## src/rtl/relu_maxpool2x2.sv

```systemverilog
// ReLU + 2x2/stride-2 max pooling over a channel-major feature map held in BRAM.
// Each output takes five cycles: four tap reads and one fold/write cycle.
module relu_maxpool2x2 #(
    parameter int CHANNELS       = 64,
    parameter int HEIGHT         = 14,
    parameter int WIDTH          = 16,
    parameter int DATA_WIDTH     = 8,
    parameter int IN_ADDR_WIDTH  = 14,
    parameter int OUT_ADDR_WIDTH = 12
) (
    input  logic                      clk,
    input  logic                      rst_n,
    input  logic                      start,
    output logic [IN_ADDR_WIDTH-1:0]  in_addr,
    output logic                      in_en,
    input  logic [DATA_WIDTH-1:0]     in_data,
    output logic [OUT_ADDR_WIDTH-1:0] out_addr,
    output logic [DATA_WIDTH-1:0]     out_data,
    output logic                      out_we,
    output logic                      busy,
    output logic                      done
);

    localparam int NUM_OUT = CHANNELS * (HEIGHT / 2) * (WIDTH / 2);
    localparam int PC_W    = (WIDTH / 2 > 1) ? $clog2(WIDTH / 2) : 1;

    localparam logic [OUT_ADDR_WIDTH-1:0] LAST_OUT = OUT_ADDR_WIDTH'(NUM_OUT - 1);
    localparam logic [OUT_ADDR_WIDTH-1:0] OUT_ONE  = OUT_ADDR_WIDTH'(1);
    localparam logic [PC_W-1:0]           PC_LAST  = PC_W'(WIDTH / 2 - 1);
    localparam logic [PC_W-1:0]           PC_ONE   = PC_W'(1);
    localparam logic [IN_ADDR_WIDTH-1:0]  IN_ONE   = IN_ADDR_WIDTH'(1);
    localparam logic [IN_ADDR_WIDTH-1:0]  ROW_OFF  = IN_ADDR_WIDTH'(WIDTH);
    localparam logic [IN_ADDR_WIDTH-1:0]  PC_STEP  = IN_ADDR_WIDTH'(2);
    localparam logic [IN_ADDR_WIDTH-1:0]  ROW_STEP = IN_ADDR_WIDTH'(WIDTH + 2);

    localparam logic [1:0] IDLE  = 2'd0;
    localparam logic [1:0] ISSUE = 2'd1;
    localparam logic [1:0] FINAL = 2'd2;

    if (HEIGHT % 2 != 0) begin : g_bad_height
        $error("relu_maxpool2x2: HEIGHT must be even");
    end
    if (WIDTH % 2 != 0) begin : g_bad_width
        $error("relu_maxpool2x2: WIDTH must be even");
    end

    logic [1:0]                      state;
    logic [1:0]                      k;
    logic [IN_ADDR_WIDTH-1:0]        base;
    logic [IN_ADDR_WIDTH-1:0]        next_base;
    logic [PC_W-1:0]                 pc;
    logic [OUT_ADDR_WIDTH-1:0]       out_idx;
    logic signed [DATA_WIDTH-1:0]    run_max;
    logic signed [DATA_WIDTH-1:0]    folded;

    assign folded = ($signed(in_data) > run_max) ? $signed(in_data) : run_max;

    // Moving from the last column pair to the next row pair (or the next channel,
    // since HEIGHT is even) is the same +WIDTH+2 step from the current tap 0.
    assign next_base = base + ((pc == PC_LAST) ? ROW_STEP : PC_STEP);

    // NOTE: every register below uses non-blocking assignment so all state updates
    // see the pre-edge values, whatever order the statements appear in.
    always_ff @(posedge clk or negedge rst_n) begin
        if (!rst_n) begin
            state    <= IDLE;
            k        <= 2'd0;
            base     <= '0;
            pc       <= '0;
            out_idx  <= '0;
            run_max  <= '0;
            in_addr  <= '0;
            in_en    <= 1'b0;
            out_addr <= '0;
            out_data <= '0;
            out_we   <= 1'b0;
            busy     <= 1'b0;
            done     <= 1'b0;
        end else begin
            out_we <= 1'b0;
            done   <= 1'b0;
            if (done) begin
                busy <= 1'b0;
            end

            case (state)
                IDLE: begin
                    if (start) begin
                        state   <= ISSUE;
                        k       <= 2'd0;
                        base    <= '0;
                        pc      <= '0;
                        out_idx <= '0;
                        in_addr <= '0;
                        in_en   <= 1'b1;
                        busy    <= 1'b1;
                    end
                end

                ISSUE: begin
                    // Starting from 0 makes the max the ReLU of the window.
                    run_max <= (k == 2'd0) ? '0 : folded;
                    if (k == 2'd3) begin
                        state <= FINAL;
                        in_en <= 1'b0;
                    end else begin
                        k       <= k + 2'd1;
                        in_en   <= 1'b1;
                        in_addr <= k[0] ? (base + ROW_OFF) : (in_addr + IN_ONE);
                    end
                end

                FINAL: begin
                    out_data <= folded;
                    out_addr <= out_idx;
                    out_we   <= 1'b1;
                    if (out_idx == LAST_OUT) begin
                        state <= IDLE;
                        done  <= 1'b1;
                    end else begin
                        state   <= ISSUE;
                        k       <= 2'd0;
                        base    <= next_base;
                        in_addr <= next_base;
                        in_en   <= 1'b1;
                        pc      <= (pc == PC_LAST) ? '0 : pc + PC_ONE;
                        out_idx <= out_idx + OUT_ONE;
                    end
                end

                default: begin
                    state <= IDLE;
                    in_en <= 1'b0;
                end
            endcase
        end
    end

endmodule

```

## config.mk

```make
export PLATFORM = sky130hd
export DESIGN_NAME = relu_maxpool2x2
export DESIGN_NICKNAME = d
export VERILOG_FILES = /design/src/rtl/relu_maxpool2x2.sv
export SDC_FILE = /design/constraint.sdc
export NUM_CORES = 1
export LEC_CHECK = 0
export CAP_MARGIN = 20
export CORE_ASPECT_RATIO = 1.2
export CORE_MARGIN = 10
export CORE_UTILIZATION = 30
export DETAILED_ROUTE_END_ITERATION = 8
export GPL_ROUTABILITY_DRIVEN = 0
export PLACE_DENSITY = 0.55
export SLEW_MARGIN = 10
export SYNTH_ARGS = -nofsm -noshare
export SYNTH_HDL_FRONTEND = slang
export SYNTH_SLANG_ARGS = --single-unit
export TNS_END_PERCENT = 10
```

## constraint.sdc

```tcl
create_clock -name clk -period 3.17 [get_ports clk]
set_input_delay 0.634 -clock clk [delete_from_list [all_inputs] [get_ports clk]]
set_output_delay 0.634 -clock clk [all_outputs]
set_load 0.02 [all_outputs]
```

== Word-level counts from Yosys, hierarchy flattened ==
Cells that the tools add are included.

* Register bits: 79
* Bits in latches: 0
* RAM bits: 0
* ROM bits: 0
* Input bits: 11
* Output and inout port bits: 38
* Word-level logic and storage cells: 71
* Memories kept: 0

* Add/sub/neg operators: 6
* $mul: 0
* Divide/modulo/power cells: 0
* $lt $le $gt $ge: 1
* Equal/unequal tests: 9
* Shift-type cells: 0
* Muxes and demuxes: 34
* Bitwise operators: 0
* Reductions and logical operators: 8

{| class="wikitable"
|+ Operators by type and width
! kind !! count
|-
| 14-bit two-way mux || 4
|-
| 14-bit case mux with 3 select lines || 1
|-
| 14-bit case mux with 2 select lines || 1
|-
| 12-bit two-way mux || 2
|-
| 12-bit case mux with 2 select lines || 1
|-
| 8-bit two-way mux || 2
|-
| 14-bit by 1-bit adder with 14-bit output, second input constant || 1
|-
| 14-bit by 5-bit adder with 14-bit output || 1
|-
| 14-bit by 5-bit adder with 14-bit output, second input constant || 1
|-
| 12-bit by 1-bit adder with 12-bit output, second input constant || 1
|-
| 12-bit equality test, second input constant || 1
|-
| 2-bit case mux with 3 select lines || 2
|-
| 1-bit two-way mux || 10
|-
| 2-bit two-way mux || 5
|-
| 3-bit two-way mux || 3
|-
| 8-bit > comparator || 1
|-
| 2-bit != test, second input constant || 4
|-
| 3-bit case mux with 2 select lines || 1
|-
| 5-bit two-way mux || 1
|-
| 2-bit equality test, second input constant || 2
|-
| 2-bit logical NOT || 2
|-
| 2-bit AND reduction || 2
|-
| 4-bit AND reduction || 1
|-
| 3-bit by 1-bit adder with 3-bit output, second input constant || 1
|-
| other kinds (7) || 7
|}

== Longest topological paths before layout ==
* Depth in word-level cells: 5
* Gate-level depth with buffers: 9
* Mapped depth without buffers: 8

== Worst setup path before layout ==
Ideal clock, no wire load.

* Kind: in2reg
* Start: in in_data[7]
* End: reg out_data[7]
* Setup time: 137 ps
* Arrival time: 2004 ps
* Required time: 3033 ps
* Slack: 1029 ps
* Stages: 7
* Path buffers: 1
* Cell sequence: ha_1 nand3_1 a211o_1 a31oi_4 buf_4 mux2i_1 a21oi_1

* Word-level cells in the longest chain between the ends: 2

{| class="wikitable"
|+ Ends and longest elaborated chain
! what !! line !! text
|-
| start, declared || 16 || <nowiki>input logic [DATA_WIDTH-1:0] in_data,</nowiki>
|-
| 8-bit > comparator || 56 || <nowiki>assign folded = ($signed(in_data) > run_max) ? $signed(in_data) : run_max;</nowiki>
|-
| 8-bit two-way mux (*) || 56 ||
|-
| end signal, assigned || 114 || <nowiki>out_data <= folded;</nowiki>
|-
| end, declared || 18 || <nowiki>output logic [DATA_WIDTH-1:0] out_data,</nowiki>
|}

Every way passes the cells marked *; elsewhere a longest branch is shown, timed or not.
A chain may end at the register's enable or synchronous reset.

== Worst setup path in the final report ==
* Start: in in_data[7]
* End: reg run_max[1]

* Word-level cells in the longest chain between the ends: 3

{| class="wikitable"
|+ Ends and longest elaborated chain
! what !! line !! text
|-
| 8-bit > comparator || 56 ||
|-
| 8-bit two-way mux || 56 ||
|-
| 8-bit two-way mux || 102 || <nowiki>run_max <= (k == 2'd0) ? '0 : folded;</nowiki>
|-
| end signal, assigned || 102 ||
|-
| end, declared || 53 || <nowiki>logic signed [DATA_WIDTH-1:0] run_max;</nowiki>
|}

Every way passes these cells.

==> metrics <==
status=finished clean; power per cell area=around 420 mW/mm^2; clock period minus worst slack=2.56 ns; FFs w/ async S/R, synth=100%; buffer count from post-CTS setup fixing=0; critical path arrival=around 2.8 ns; syn_area_per_cell=9.51 um^2; die height=154 um; commonest cells after routing, fill and taps aside=sky130_fd_sc_hd__dfrtp_1 (78), sky130_fd_sc_hd__nand2_1 (60), sky130_fd_sc_hd__clkdlybuf4s50_1 (47); relative slew slack=approximately 45%; buffer type at the clock tree root=sky130_fd_sc_hd__clkbuf_16; wire length after detailed routing=about 12 mm; Hold Slack=approximately 0.24 ns; hold-fix buffer count after cts=0; total of warnings raised by yosys=0; GRT Util Overall=about 11%; slowest stage delay, CP=0.47 ns; Post-Synthesis Cells=473; detailed router's first-iteration violation count=~210; initial core utilization=between 30 and 40%; Critical Path Start Type=primary input; total number of clock tree sinks=78; total number of vias=approximately 3.6k; area of the die=0.0203 mm^2; Worst Tran Pin Value=0.829 ns; CP endpoint kind=flop; path category of the worst min-delay check=primary input to async pin; number of placement rows=48; Post-Route Setup TNS=0 ns; number of search-and-repair iterations in the first detailed-routing pass=4; cell class contributing the biggest share of worst-path delay=compound AO/OA/AOI/OAI gates; CTS tree=built; maximum count of clock buffers along a single path=2; leakage power summed over all cells=approximately 0.0023 uW; Setup-failing EPs final=0; leading cell type in the layout, fill and taps excluded=sky130_fd_sc_hd__dfrtp_1; critical path type=primary input to flop; pin count of the biggest net entering global routing=79; number of synthesized flops with an enable pin=0; count of buffers inserted at the top-level ports=48; proportion of layout cells with a drive suffix above 1=8.45%; Max Freq=slightly below 0.4 GHz; CTS Buf Count=9; Post-Synthesis Cell Area=approximately 0.0045 mm^2; CP cell instances=clkdlybuf4s50_1 -> ha_1 -> nand3_1 -> a211o_1 -> a31oi_4 -> o21ai_0 -> a32o_1; leftover overflow at the end of global routing=0; Peak supply drop=0.251 mV; Core Box Area=0.0145 mm^2; synthesized flop and latch total=a little under 80; post-detailed-route DRC marker count=0; clock edge transition at the registers on the reported setup and hold paths=approximately 0.060 ns; number of H-tree levels=3; global-route wire length before repair=19.0 mm; synthesized net count=505; hpwl dp=~8.2 mm; remaining number of nets flagged by the antenna check after routing=0; ys flop type=sky130_fd_sc_hd__dfrtp_1; share of the cycle needed by the critical path after routing=80.7%; Req. time, crit path=3.39 ns; nets@finish=~550; area added between synthesis and finish=21.6%; final number of hold-violating endpoints=0; clock tree skew after final layout=between 0.007 and 0.008 ns; max-slew violations=0; fraction of the yosys area taken by sequential cells=a little over two fifths; Via density=roughly 5.0; Ports=49; top fanout value on the critical path=18; vias in the first global route=around 3.7k; width of the chip=between 100 and 150 um; antenna violations before repair=0; synth unique cells=55; Buf/Inv on CP=1; reported max-cap violation count=0; per-cell routed wire length=16.0 um; RSZ-0062 raised after global routing=no; total inserted antenna cells=0; insertion delay of the later-clocked pin in the worst-skew pair=approximately 0.34 ns; number of instances resized during post-cts repair=0; cell with the largest stage delay on the worst path=sky130_fd_sc_hd__a31oi_4
-- cells by family (layout without fill, tap and decap cells) --
| kind of cell | after synthesis | after routing | synth area share (%) |
|---|---|---|---|
| xor gates and xnor gates | 31 | 31 | 6.04 |
| AOI/OAI and AO/OA | 95 | 95 | 14.8 |
| buffers and inverters | 46 | 94 | 4.56 |
| muxes | 25 | 25 | 6.01 |
| adders and majority gates | 21 | 21 | 5.84 |
| and+or+nand+nor | 177 | 177 | 19.3 |
| DFF | 78 | 78 | 43.4 |
-- metal layers --
metal  vias up  wire (um)  global-route usage [%]
met4         0        151                    4.40
met3        11        484                    2.90
met2        56       5670                    19.4
met5         -          0                       0
met1      1750       5250                    13.5
li1       1778          -                       -
-- where the power goes --
group	switching, uW	leakage (uW)	internal [uW]	total [uW]
logic	120	0.00114	104	224
clock network	424	0.000134	607	1030
registers	20.1	0.000994	1030	1050
total	564	0.00227	1740	2310
-- final timing paths --
kind | start | end | slack (ns) | depth (start not counted)
max | in_data[7] | run_max[1] | 0.61 | 7
min | rst_n | out_data[7] | 0.24 | 1
max reg2reg | pc[0] | in_addr[11] | 0.71 | 8
min reg2reg | done | busy | 0.46 | 1
max in group asynchronous | rst_n | out_idx[10] | 2.35 | 2
min in group clk | done | busy | 0.46 | 1
-- layout make-up --
cell class / count / area, um^2
Fill cell: 1540 / 9060
Timing Repair Buffer: 54 / 543
Inverter: 24 / 90.1
Sequential cell: 78 / 1950
Multi-Input combinational cell: 349 / 2340
Tap cell: 200 / 250
Clock buffer: 10 / 229
Clock inverter: 6 / 62.6
-- stage by stage --
step	power, uW	cell area (um^2)	setup WS (ns)	util (%)	cells
finish	2310	5470	0.613	37.6	721
global route	2410	5470	0.413	37.6	721
CTS	2340	5440	0.642	37.4	720
detailed placement	1300	5150	0.271	35.4	704
global placement	1290	5150	0.375	35.4	704
floorplan	1170	4500	1.03	-	473
-- Yosys cell counts, types with 13 or more instances --
cell / n / area (um^2)
sky130_fd_sc_hd__dfrtp_1: 78 / 1950
sky130_fd_sc_hd__nand2_1: 60 / 225
sky130_fd_sc_hd__nor2_1: 34 / 128
sky130_fd_sc_hd__o21ai_0: 33 / 165
sky130_fd_sc_hd__inv_1: 24 / 90.1
sky130_fd_sc_hd__xnor2_1: 24 / 210
sky130_fd_sc_hd__ha_1: 21 / 263
sky130_fd_sc_hd__nand3_1: 21 / 105
sky130_fd_sc_hd__mux2_2: 15 / 169
sky130_fd_sc_hd__nand2b_1: 13 / 81.3
sky130_fd_sc_hd__nor4_1: 13 / 81.3
-- state kept, by name (all words and copies together) (netlist names) --
register,cells
base,13
busy,1
done,1
in_addr,14
in_en,1
k,2
out_addr,12
out_data,8
out_idx,12
out_we,1
pc,3
run_max,8
state,2
-- worst register-to-register path, stage by stage (launching register included) --
cell                       delay, ns
sky130_fd_sc_hd__dfrtp_1        0.40
sky130_fd_sc_hd__ha_1           0.21
sky130_fd_sc_hd__ha_1           0.21
sky130_fd_sc_hd__ha_1           0.33
sky130_fd_sc_hd__a31oi_1        0.49
sky130_fd_sc_hd__nor4_1         0.11
sky130_fd_sc_hd__mux2i_1        0.28
sky130_fd_sc_hd__nor2_1         0.10
sky130_fd_sc_hd__a221oi_2       0.24
No activity file was read; power rests on OpenSTA's default activity.
